[config.mk]
export PLATFORM = sky130hd
export DESIGN_NAME = load_store_unit_flat
export DESIGN_NICKNAME = d
export VERILOG_FILES = /design/src/rtl/load_store_unit_if.sv /design/src/rtl/load_store_unit.sv /design/src/flat_wrapper.sv
export SDC_FILE = /design/constraint.sdc
export NUM_CORES = 1
export LEC_CHECK = 0
export ABC_CLOCK_PERIOD_IN_PS = 4650
export BUFFER_PORTS_ARGS = -buffer_cell sky130_fd_sc_hd__buf_4
export CAP_MARGIN = 25
export CORE_MARGIN = 10
export CORE_UTILIZATION = 49
export CTS_CLUSTER_DIAMETER = 60
export CTS_CLUSTER_SIZE = 40
export DETAILED_ROUTE_END_ITERATION = 6
export GPL_TIMING_DRIVEN = 0
export PLACE_DENSITY = 0.87
export SYNTH_ARGS = -nofsm -noshare
export SYNTH_HDL_FRONTEND = slang
export SYNTH_SLANG_ARGS = --single-unit
[constraint.sdc]
create_clock -name clk -period 4.65 [get_ports clk]
set_clock_uncertainty 0.2 [all_clocks]
set_input_delay 0.2325 -clock clk [delete_from_list [all_inputs] [get_ports clk]]
set_output_delay 0.2325 -clock clk [all_outputs]
set_load 0.1 [all_outputs]
[src/rtl/load_store_unit_if.sv]
// load_store_unit_if: data-memory port, req/gnt then rvalid response.
// master = load/store unit, slave = data memory.
interface load_store_unit_if;
  logic        req;
  logic        we;
  logic [31:0] addr;
  logic [3:0]  wstrb;
  logic [31:0] wdata;
  logic        gnt;
  logic        rvalid;
  logic [31:0] rdata;

  modport master (
    output req, we, addr, wstrb, wdata,
    input  gnt, rvalid, rdata
  );

  modport slave (
    input  req, we, addr, wstrb, wdata,
    output gnt, rvalid, rdata
  );
endinterface

[src/rtl/load_store_unit.sv]
// load_store_unit: IDLE->REQ->(RESP)->DONE load/store sequencer.
// Define LSU_MISALIGN_TRAP_EN to drop misaligned half/word accesses.
module load_store_unit #(
  parameter int TIMEOUT = 255
) (
  input  logic                      clk,
  input  logic                      reset,
  input  logic                      data_req_i,
  input  logic                      data_wr_i,
  input  logic [1:0]                data_byte_i,
  input  logic                      zero_extnd_i,
  input  logic [31:0]               addr_i,
  input  logic [31:0]               wr_data_i,
  load_store_unit_if.master         mem,
  output logic                      stall_o,
  output logic                      rd_valid_o,
  output logic [31:0]               rd_data_o,
  output logic                      err_o,
  output logic                      misaligned_o
);
  typedef enum logic [1:0] {
    IDLE, REQ, RESP, DONE
  } state_t;

  localparam logic [31:0] LAST =
    32'(TIMEOUT - 1);

  state_t      state;
  logic        byte_q;
  logic        half_q;
  logic        ext_q;
  logic [1:0]  off_q;
  logic [31:0] cnt;

  logic        is_byte;
  logic        is_half;
  logic        is_word;
  logic [1:0]  off;
  logic [3:0]  strb;
  logic [31:0] wdata;
  logic [31:0] shifted;
  logic [31:0] ld_val;
  logic        timeout;

  assign is_word = data_byte_i[1];
  assign is_half = data_byte_i == 2'b01;
  assign is_byte = data_byte_i == 2'b00;

  always_comb begin
    off   = addr_i[1:0];
    strb  = 4'b0000;
    wdata = wr_data_i;
    unique case (1'b1)
      is_word: begin
        off  = 2'b00;
        strb = 4'b1111;
      end
      is_half: begin
        off   = {addr_i[1], 1'b0};
        strb  = 4'b0011 << off;
        wdata = {2{wr_data_i[15:0]}};
      end
      is_byte: begin
        strb  = 4'b0001 << off;
        wdata = {4{wr_data_i[7:0]}};
      end
      default: ;
    endcase
    if (!data_wr_i) strb = 4'b0000;
  end

`ifdef LSU_MISALIGN_TRAP_EN
  logic bad;
  assign bad = (is_half && addr_i[0]) ||
               (is_word && addr_i[1:0] != 2'b00);
`else
  assign misaligned_o = 1'b0;
`endif

  always_comb begin
    shifted = mem.rdata >> {off_q, 3'b000};
    ld_val  = shifted;
    if (byte_q)
      ld_val = {{24{~ext_q & shifted[7]}},
                shifted[7:0]};
    else if (half_q)
      ld_val = {{16{~ext_q & shifted[15]}},
                shifted[15:0]};
  end

  assign timeout = (TIMEOUT != 0) &&
                   (cnt == LAST);

  // stall is released in DONE so the op retires
  assign stall_o = !reset &&
    ((state == IDLE) ? data_req_i
                     : (state != DONE));

  always_ff @(posedge clk or posedge reset) begin
    if (reset) begin
      state      <= IDLE;
      mem.req    <= 1'b0;
      mem.we     <= 1'b0;
      mem.addr   <= '0;
      mem.wstrb  <= '0;
      mem.wdata  <= '0;
      byte_q     <= 1'b0;
      half_q     <= 1'b0;
      ext_q      <= 1'b0;
      off_q      <= '0;
      cnt        <= '0;
      rd_valid_o <= 1'b0;
      rd_data_o  <= '0;
      err_o      <= 1'b0;
`ifdef LSU_MISALIGN_TRAP_EN
      misaligned_o <= 1'b0;
`endif
    end else begin
      rd_valid_o <= 1'b0;
      err_o      <= 1'b0;
`ifdef LSU_MISALIGN_TRAP_EN
      misaligned_o <= 1'b0;
`endif
      unique case (state)
        IDLE: if (data_req_i) begin
          byte_q    <= is_byte;
          half_q    <= is_half;
          ext_q     <= zero_extnd_i;
          off_q     <= off;
          cnt       <= '0;
          mem.we    <= data_wr_i;
          mem.addr  <= {addr_i[31:2], 2'b00};
          mem.wstrb <= strb;
          mem.wdata <= wdata;
`ifdef LSU_MISALIGN_TRAP_EN
          if (bad) begin
            misaligned_o <= 1'b1;
            state        <= DONE;
          end else begin
            mem.req <= 1'b1;
            state   <= REQ;
          end
`else
          mem.req <= 1'b1;
          state   <= REQ;
`endif
        end
        REQ: begin
          if (mem.gnt) begin
            mem.req <= 1'b0;
            cnt     <= '0;
            state   <= mem.we ? DONE : RESP;
          end else if (timeout) begin
            mem.req <= 1'b0;
            err_o   <= 1'b1;
            state   <= DONE;
          end else begin
            cnt <= cnt + 32'd1;
          end
        end
        RESP: begin
          if (mem.rvalid) begin
            rd_data_o  <= ld_val;
            rd_valid_o <= 1'b1;
            state      <= DONE;
          end else if (timeout) begin
            err_o <= 1'b1;
            state <= DONE;
          end else begin
            cnt <= cnt + 32'd1;
          end
        end
        DONE:    state <= IDLE;
        default: state <= IDLE;
      endcase
    end
  end
endmodule

[src/flat_wrapper.sv]
// flat-port wrapper written by rule: the top's interface ports become plain ports
module load_store_unit_flat 
#(
  parameter int TIMEOUT = 255
)
  (clk, reset, data_req_i, data_wr_i, data_byte_i, zero_extnd_i, addr_i, wr_data_i, stall_o, rd_valid_o, rd_data_o, err_o, misaligned_o, mem_req, mem_we, mem_addr, mem_wstrb, mem_wdata, mem_gnt, mem_rvalid, mem_rdata);
  load_store_unit_if mem_i ();
  input  logic clk;
  input  logic reset;
  input  logic data_req_i;
  input  logic data_wr_i;
  input  logic [1:0] data_byte_i;
  input  logic zero_extnd_i;
  input  logic [31:0] addr_i;
  input  logic [31:0] wr_data_i;
  output logic stall_o;
  output logic rd_valid_o;
  output logic [31:0] rd_data_o;
  output logic err_o;
  output logic misaligned_o;
  output wire logic [$bits(mem_i.req)-1:0] mem_req;
  output wire logic [$bits(mem_i.we)-1:0] mem_we;
  output wire logic [$bits(mem_i.addr)-1:0] mem_addr;
  output wire logic [$bits(mem_i.wstrb)-1:0] mem_wstrb;
  output wire logic [$bits(mem_i.wdata)-1:0] mem_wdata;
  input wire logic [$bits(mem_i.gnt)-1:0] mem_gnt;
  input wire logic [$bits(mem_i.rvalid)-1:0] mem_rvalid;
  input wire logic [$bits(mem_i.rdata)-1:0] mem_rdata;
  assign mem_req = mem_i.req;
  assign mem_we = mem_i.we;
  assign mem_addr = mem_i.addr;
  assign mem_wstrb = mem_i.wstrb;
  assign mem_wdata = mem_i.wdata;
  assign mem_i.gnt = mem_gnt;
  assign mem_i.rvalid = mem_rvalid;
  assign mem_i.rdata = mem_rdata;
  load_store_unit #(.TIMEOUT(TIMEOUT)) u_core (.clk(clk), .reset(reset), .data_req_i(data_req_i), .data_wr_i(data_wr_i), .data_byte_i(data_byte_i), .zero_extnd_i(zero_extnd_i), .addr_i(addr_i), .wr_data_i(wr_data_i), .mem(mem_i), .stall_o(stall_o), .rd_valid_o(rd_valid_o), .rd_data_o(rd_data_o), .err_o(err_o), .misaligned_o(misaligned_o));
endmodule
==> results of run 1 <==
cells by family after synthesis:
logic type,synth area share
xor+xnor,0.0166
flops,0.513
fa+ha+maj,0.0127
buf+inv,0.0329
other cells,0.000546
compound gates,0.124
mux,0.144
simple gates,0.156
worst max path at each step:
stage                                      end  slack (ns)  cells past startpoint
after floorplan                  u_core.byte_q        0.44                      1
after global placement    u_core.rd_data_o[17]       -1.22                      2
after detailed placement               stall_o        1.75                      8
after CTS                              stall_o        1.28                      8
after global routing                   stall_o        1.01                      8
final                                  stall_o        1.20                      8
cell type report:
| cell class | count | share of cell area |
|---|---|---|
| plain buffers | 44 | 0.0184 |
| inverters | 11 | 0.00459 |
| multi-input cells | 477 | 0.310 |
| repair buffers | 289 | 0.237 |
| clock buffers | 22 | 0.0460 |
| clock inverters | 7 | 0.0114 |
| well taps | 180 | 0.0223 |
| flip-flops and latches | 141 | 0.350 |
placed cells by master, fill, tap and decap left out, drive strengths merged, types with 5 or more instances in the layout:
cell type and instances:
inv 11, nand2 94, nor2 47, nand4 14
nor2b 5, ha 7, nor3 5, xor2 10
o22a 25, dlygate4sd3 80, or4 7, mux2 57
clkbuf 50, and3 7, mux2i 35, o21ai 43
o31ai 6, o211ai 14, dfrtp 141, nand3 15
or3 10, nor4 7, buf 225, a21oi 44
stage by stage:
step	area (sq um)	hold slack, ns	util	instances
after floorplan	6880	0.175	-	673
after global placement	8660	0.262	0.626	1060
after CTS	10100	0.00137	0.729	1171
after detailed placement	8700	0.0876	0.630	1062
final	10100	0.000459	0.729	1171
after global routing	10100	0.0188	0.729	1171
worst max-delay path: stages, from the launching register on:
cell	delay [ns]
dfrtp_1	0.44
inv_1	0.09
ha_1	0.23
clkbuf_1	0.24
nand2_1	0.16
clkbuf_1	0.40
clkbuf_1	0.57
a21oi_1	0.16
buf_4	0.28
flip-flops by register name (all words and copies together) (netlist names):
signal,flops
u_core.mem.addr,30
u_core.ext_q,1
u_core.mem.wstrb,4
u_core.mem.wdata,32
u_core.off_q,2
u_core.rd_valid_o,1
u_core.state,2
u_core.err_o,1
u_core.rd_data_o,32
u_core.half_q,1
u_core.cnt,32
u_core.mem.we,1
u_core.byte_q,1
u_core.mem.req,1
per-layer routing:
layer / routed length, microns / vias up
met2: 11900 / 433
met5: 0 / -
li1: - / 2997
met4: 889 / 0
met1: 9240 / 3283
met3: 2900 / 86
==> impl_metrics.ini, run 1 <==
[logic_synthesis]
async_flop_share = 1.00
synthTopCellsByCount = dfrtp_1, nand2_1, mux2_2, nor2_1, a21oi_1
syn_area_sq_um = 6870
seq_area_frac_synth = 0.513
synth_warnings = 0
avgSynthCellArea_sq_um = 10.2
synth_most_common_cell = dfrtp_1
synth_top_cell_area_share = 0.513
ys_top_cells_by_area = dfrtp_1, mux2_2, nand2_1
ys_seq_elements = 141
synth_edf_count = 0
yosysTopAreaCell = dfrtp_1
netlist_instances = 671
synthFlopType = dfrtp_1
synth_cell_types = 43

[setup_path]
timing.rr.start = u_core.state[1]
endpoint_kind = output port
r2r-end = u_core.mem.wstrb[0]
worstPathArrival_ns = 3.02
critPathKind = register to output port
r2r_slack_ns = 1.46
reg2reg_depth = 9
worstSetupStartpointType = register
worst_ep_required_time_ns = 4.22
worstPathMaxFanout = 10
critPathLaunch = u_core.state[1]

[sta]
fin_setup_tns_ns = 0
worst_slack_ns = 1.20
period_needed_ns = 3.45
maxSlewViolCount = 0
relSlewSlack = 0.405
setup_violations = 0
max_freq_ghz = 0.290
rsz0062_at_grt = no
hold_viol_final = 0
tightestPinTransition_ns = 0.886
min_period_over_period = 0.742

[job]
maxCapViolations = 0

[clock_network]
clock_latency_ns = 0.43
ctsHoldBuffers = 80
clock_path_buffers = 2
post-cts-setup-buffer-count = 0
cts.repair.resized = 0
h-tree-depth = 4
cts_root_buffer = clkbuf_16
cts.sinks = 141
clkSlewWorstSetupHoldPaths_ns = 0.06
numCtsBuffers = 17
tritoncts = built

[placed_design]
numPortBuffers = 207
pre_cts_ws_ns = 1.75
routabilityCongestion = 0.864
hpwl_microns = 16400

[die]
die_h_microns = 138
fp-row-count = 43
ios = 211
die_area_sq_um = 19200
die_w_microns = 138
start_util = 0.497
design.core.area_sq_um = 13800

[hold_path]
hold_path_end = u_core.rd_data_o[6]
hold_path.startpoint = mem_rdata[6]
hold_depth = 4
holdCritPathClass = input port to register

[grt]
use_met3 = 0.0945
grt.met1_usage = 0.292
grt.busiest_layer = met2
grt_pass1_vias = 7363
grt_pass1_wl_microns = 40000
antenna_found_initial = 0
grt.total_usage = 0.255
grt_overflow_total = 0
met2_usage = 0.417
grt_max_degree = 96

[detailed_routing]
ant_nets = 0
vias_per_cell = 5.81
drt_wl_total_microns = 25000
first_iter_violations = 686
drc_errors = 0
vias = 6799
wire_per_inst_microns = 21.3
drtPass1Iterations = 5

[final_layout]
layout-drive-gt1-share = 0.311
multi_input_area_sq_um = 3130
seqCellArea_sq_um = 3530
fin_nets = 1093
insertedDiodeCount = 0
area_delta_synth_final_pct = 46.7
fillers = 902

[outcome]
status = completed
Power of run 1 is not shown: default switching activity piles up to over one toggle a cycle in this logic, so the estimate is an artifact.
==> run 2, diff against run 1 <==
Settings changed: ABC_CLOCK_PERIOD_IN_PS 4650 to 3000, CORE_UTILIZATION 49 to 47.
Clock period 4.65 ns to 3 ns, I/O delays scaled along.
==> impl_metrics.ini, run 2 (same netlist as run 1, synthesis figures left out) <==
[setup_path]
critPathKind = register to register
r2r_slack_ns = 0.20
endpoint_kind = register
r2r-end = u_core.rd_data_o[1]
worst_ep_required_time_ns = 3.10
worstSetupStartpointType = register
reg2reg_depth = 6
timing.rr.start = u_core.off_q[1]
worstPathMaxFanout = 10
worstPathArrival_ns = 2.89

[hold_path]
hold_depth = 4
hold_path.startpoint = mem_rdata[23]
holdCritPathClass = input port to register
hold_path_end = u_core.rd_data_o[15]

[final_layout]
layout-drive-gt1-share = 0.313
layout.cells.most_common = buf_4
fillers = 945
area_delta_synth_final_pct = 52.4
final_cell_mix = buf_4, dfrtp_1, dlygate4sd3_1
fin_nets = 1125
final_cell_count_no_fill = 1210
insertedDiodeCount = 0
largestRegisters = u_core.cnt: 32 flops, u_core.mem.wdata: 32 flops, u_core.rd_data_o: 32 flops

[die]
die_h_microns = 141
ios = 211
die_w_microns = 141
die_area_sq_um = 19900
start_util = 0.477
fp-row-count = 44
design.core.area_sq_um = 14400

[grt]
grt_max_degree = 43
grt_overflow_total = 0
grt_pass1_vias = 7475
antenna_found_initial = 0
grt.total_usage = 0.257
grt_pass1_wl_microns = 40700

[detailed_routing]
vias = 7000
drt_wl_total_microns = 26100
vias_per_cell = 5.79
ant_nets = 0
drc_errors = 0
wire_per_inst_microns = 21.5
first_iter_violations = 668
drtPass1Iterations = 5

[clock_network]
cts.sinks = 141
clock_latency_ns = 0.42
cts_root_buffer = clkbuf_16
clkSlewWorstSetupHoldPaths_ns = 0.06
numCtsBuffers = 17
clock_path_buffers = 2
tritoncts = built
h-tree-depth = 4

[sta]
tightestPinTransition_ns = 0.831
min_period_over_period = 0.933
rsz0062_at_grt = no
maxSlewViolCount = 0
setup_violations = 0
period_needed_ns = 2.80
hold_viol_final = 0
max_freq_ghz = 0.357
relSlewSlack = 0.442

[placed_design]
numPortBuffers = 207
hpwl_microns = 16700
routabilityCongestion = 0.912
placed_cells = 1067

[job]
maxCapViolations = 0

[outcome]
status = completed
[run 2: routing by layer]
metal | global-route usage | up-vias | wire length (microns)
met2 | 0.431 | 451 | 12600
met4 | 0.0967 | 0 | 900
met5 | 0 | - | 0
met1 | 0.280 | 3391 | 9540
met3 | 0.113 | 88 | 3070
li1 | - | 3070 | -
[run 2: area by class of cell]
type                    count  area [sq um]  area share
plain buffers              42           183      0.0174
multi-input cells         477          3130       0.299
clock inverters            12           159      0.0152
well taps                 184           230      0.0220
inverters                  11          45.0     0.00430
flip-flops and latches    141          3530       0.337
clock buffers              20           457      0.0436
repair buffers            323          2740       0.262
[run 2: stage by stage]
step	worst slack, ns	cell area (sq um)	util	hold WS [ns]	TNS, ns
final	0.202	10500	0.726	0.0468	0
after global routing	0.0819	10500	0.726	0.0955	0
after CTS	0.0476	10500	0.726	0.0285	0
after detailed placement	0.181	8730	0.605	0.0703	0
after global placement	-0.0681	8670	0.601	0.182	-8.56
after floorplan	0.262	6890	-	0.0922	0
[run 2: repair_timing]
action / CTS / global route
hold endpoints to repair: 121 / 0
endpoints found under the setup margin: 1 / 23
hold buffers: 112 / 0
resized for setup: 2 / 4
setup buffers: 0 / 0
[run 2: worst max path at each step]
stage	from	to	slack (ns)	cells after the start
final	u_core.off_q[1]	u_core.rd_data_o[1]	0.20	6
after global routing	u_core.state[0]	u_core.cnt[12]	0.08	9
after CTS	u_core.state[1]	stall_o	0.05	8
after detailed placement	u_core.state[0]	u_core.cnt[12]	0.18	10
after global placement	reset	u_core.rd_data_o[19]	-0.07	2
after floorplan	u_core.state[0]	stall_o	0.26	7
[run 2: critical path, stage by stage (launching register included)]
cell,delay [ns]
dfrtp_1,0.37
buf_2,0.32
clkbuf_1,0.51
mux2_2,0.40
dlygate4sd3_1,0.55
o211ai_1,0.23
nand2_1,0.09
Power of run 2 is left out for the same reason.
==> run 3, diff against run 2 <==
Settings changed: ABC_AREA set to 1, PLACE_DENSITY 0.87 to 0.86.
==> impl_metrics.ini, run 3 <==
[outcome]
status = completed

[sta]
min_period_over_period = 0.976
setup_violations = 0
tightestPinTransition_ns = 0.737
relSlewSlack = 0.508
maxSlewViolCount = 0
max_freq_ghz = 0.341
period_needed_ns = 2.93
rsz0062_at_grt = no
hold_viol_final = 0

[grt]
grt_overflow_total = 0
grt_pass1_vias = 9408
grt.total_usage = 0.317
antenna_found_initial = 0
grt_pass1_wl_microns = 51200
grt_max_degree = 44

[placed_design]
hpwl_microns = 18600
numPortBuffers = 206
placed_cells = 1392
dpl-instance-area_sq_um = 9120
routabilityCongestion = 0.980

[detailed_routing]
vias = 9089
vias_per_cell = 5.85
first_iter_violations = 1067
wire_per_inst_microns = 21.1
drtPass1Iterations = 6
drt_wl_total_microns = 32800
drc_errors = 0
ant_nets = 0

[hold_path]
holdCritPathClass = input port to register

[setup_path]
critPathLaunch = u_core.off_q[0]
reg2reg_depth = 9
timing.rr.start = u_core.off_q[0]
r2r-end = u_core.rd_data_o[9]
cp-endpoint = u_core.rd_data_o[9]
worst_ep_required_time_ns = 3.15
r2r_slack_ns = 0.07
critPathKind = register to register
worstSetupStartpointType = register
worstPathMaxFanout = 10
endpoint_kind = register
worstPathArrival_ns = 3.07

[logic_synthesis]
syn_area_sq_um = 7260
synth_most_common_cell = nand2_1
seq_area_frac_synth = 0.486
avgSynthCellArea_sq_um = 7.31
synthTopCellsByCount = nand2_1, nor2_1, dfrtp_1, inv_1, o21ai_0
async_flop_share = 1.00
ys_seq_elements = 141
synth_cell_types = 34
synth_edf_count = 0
netlist_instances = 993
synth_top_cell_area_share = 0.486
yosysTopAreaCell = dfrtp_1
ys_top_cells_by_area = dfrtp_1, nand2_1, nor2_1
synth_warnings = 0
synthFlopType = dfrtp_1

[final_layout]
layout.cells.most_common = nand2_1
area_delta_synth_final_pct = 52.4
largestRegisters = u_core.cnt: 32 flops, u_core.mem.wdata: 32 flops, u_core.rd_data_o: 32 flops
final_cell_count_no_fill = 1554
final_util = 0.731
fin_nets = 1464
final_area_sq_um = 11100
layout-drive-gt1-share = 0.201
final_cell_mix = nand2_1, buf_4, nor2_1

[clock_network]
cts_root_buffer = clkbuf_16
numCtsBuffers = 17
tritoncts = built
clkSlewWorstSetupHoldPaths_ns = 0.07
clock_path_buffers = 2
cts.sinks = 141
clock_latency_ns = 0.44
h-tree-depth = 4

[die]
die_area_sq_um = 20800
fp-row-count = 45
ios = 211
die_h_microns = 144
die_w_microns = 144
design.core.area_sq_um = 15100
start_util = 0.479

[job]
maxCapViolations = 0
run 3: final cells by class:
cell class              count  area [sq um]
fillers                   896          4080
flip-flops and latches    141          3530
multi-input cells         725          3230
repair buffers            338          2900
clock buffers              18           429
inverters                  82           314
well taps                 188           235
plain buffers              47           218
clock inverters            14           215
diodes                      1          2.50
run 3: metal layers:
layer	GRT usage	wire [microns]	up-vias
li1	-	-	3891
met4	0.210	2380	0
met3	0.112	4110	239
met1	0.351	11300	4141
met5	0	0	-
met2	0.508	15000	818
run 3: worst min path at each step:
stage / startpoint / slack, ns / cells past startpoint / to
after global routing: mem_rdata[23] / 0.03 / 5 / u_core.rd_data_o[15]
after global placement: addr_i[25] / 0.14 / 3 / u_core.mem.addr[25]
after CTS: mem_rdata[23] / 0.007 / 5 / u_core.rd_data_o[15]
after floorplan: mem_rvalid / 0.04 / 1 / u_core.err_o
after detailed placement: reset / 0.10 / 2 / u_core.mem.addr[14]
final: mem_rdata[23] / 0.01 / 5 / u_core.rd_data_o[15]
run 3: stage by stage:
stage | hold WS (ns) | TNS, ns | setup WS (ns)
2_1_floorplan | 0.0360 | 0 | 0.507
3_3_place_gp | 0.142 | -2.44 | -0.0249
3_5_place_dp | 0.102 | 0 | 0.420
4_1_cts | 0.00729 | 0 | 0.118
5_1_grt | 0.0261 | 0 | 0.00153
6_report | 0.0118 | 0 | 0.0706
run 3: what timing repair did:
action / in CTS / in global routing
buffers inserted: 0 / 0
gates resized for setup: 0 / 14
setup endpoints to repair: 0 / 22
hold buffers: 129 / 0
hold endpoints to repair: 124 / 0
run 3: cells by family after synthesis:
group,count (synthesis),synth area share
simple gates,558,0.309
compound gates,147,0.107
flops,141,0.486
buf+inv,129,0.0715
fa+ha+maj,7,0.0121
mux,7,0.00965
xor+xnor,3,0.00362
other cells,1,0.000516
run 3: critical path: stages, from the launching register on:
cell,delay (ns)
dfrtp_1,0.39
buf_2,0.21
inv_2,0.15
clkbuf_2,0.28
nand2_1,0.09
nand3_1,0.08
dlygate4sd3_1,0.55
nand3_1,0.06
dlygate4sd3_1,0.61
a21oi_1,0.21
Power of run 3 is left out for the same reason.
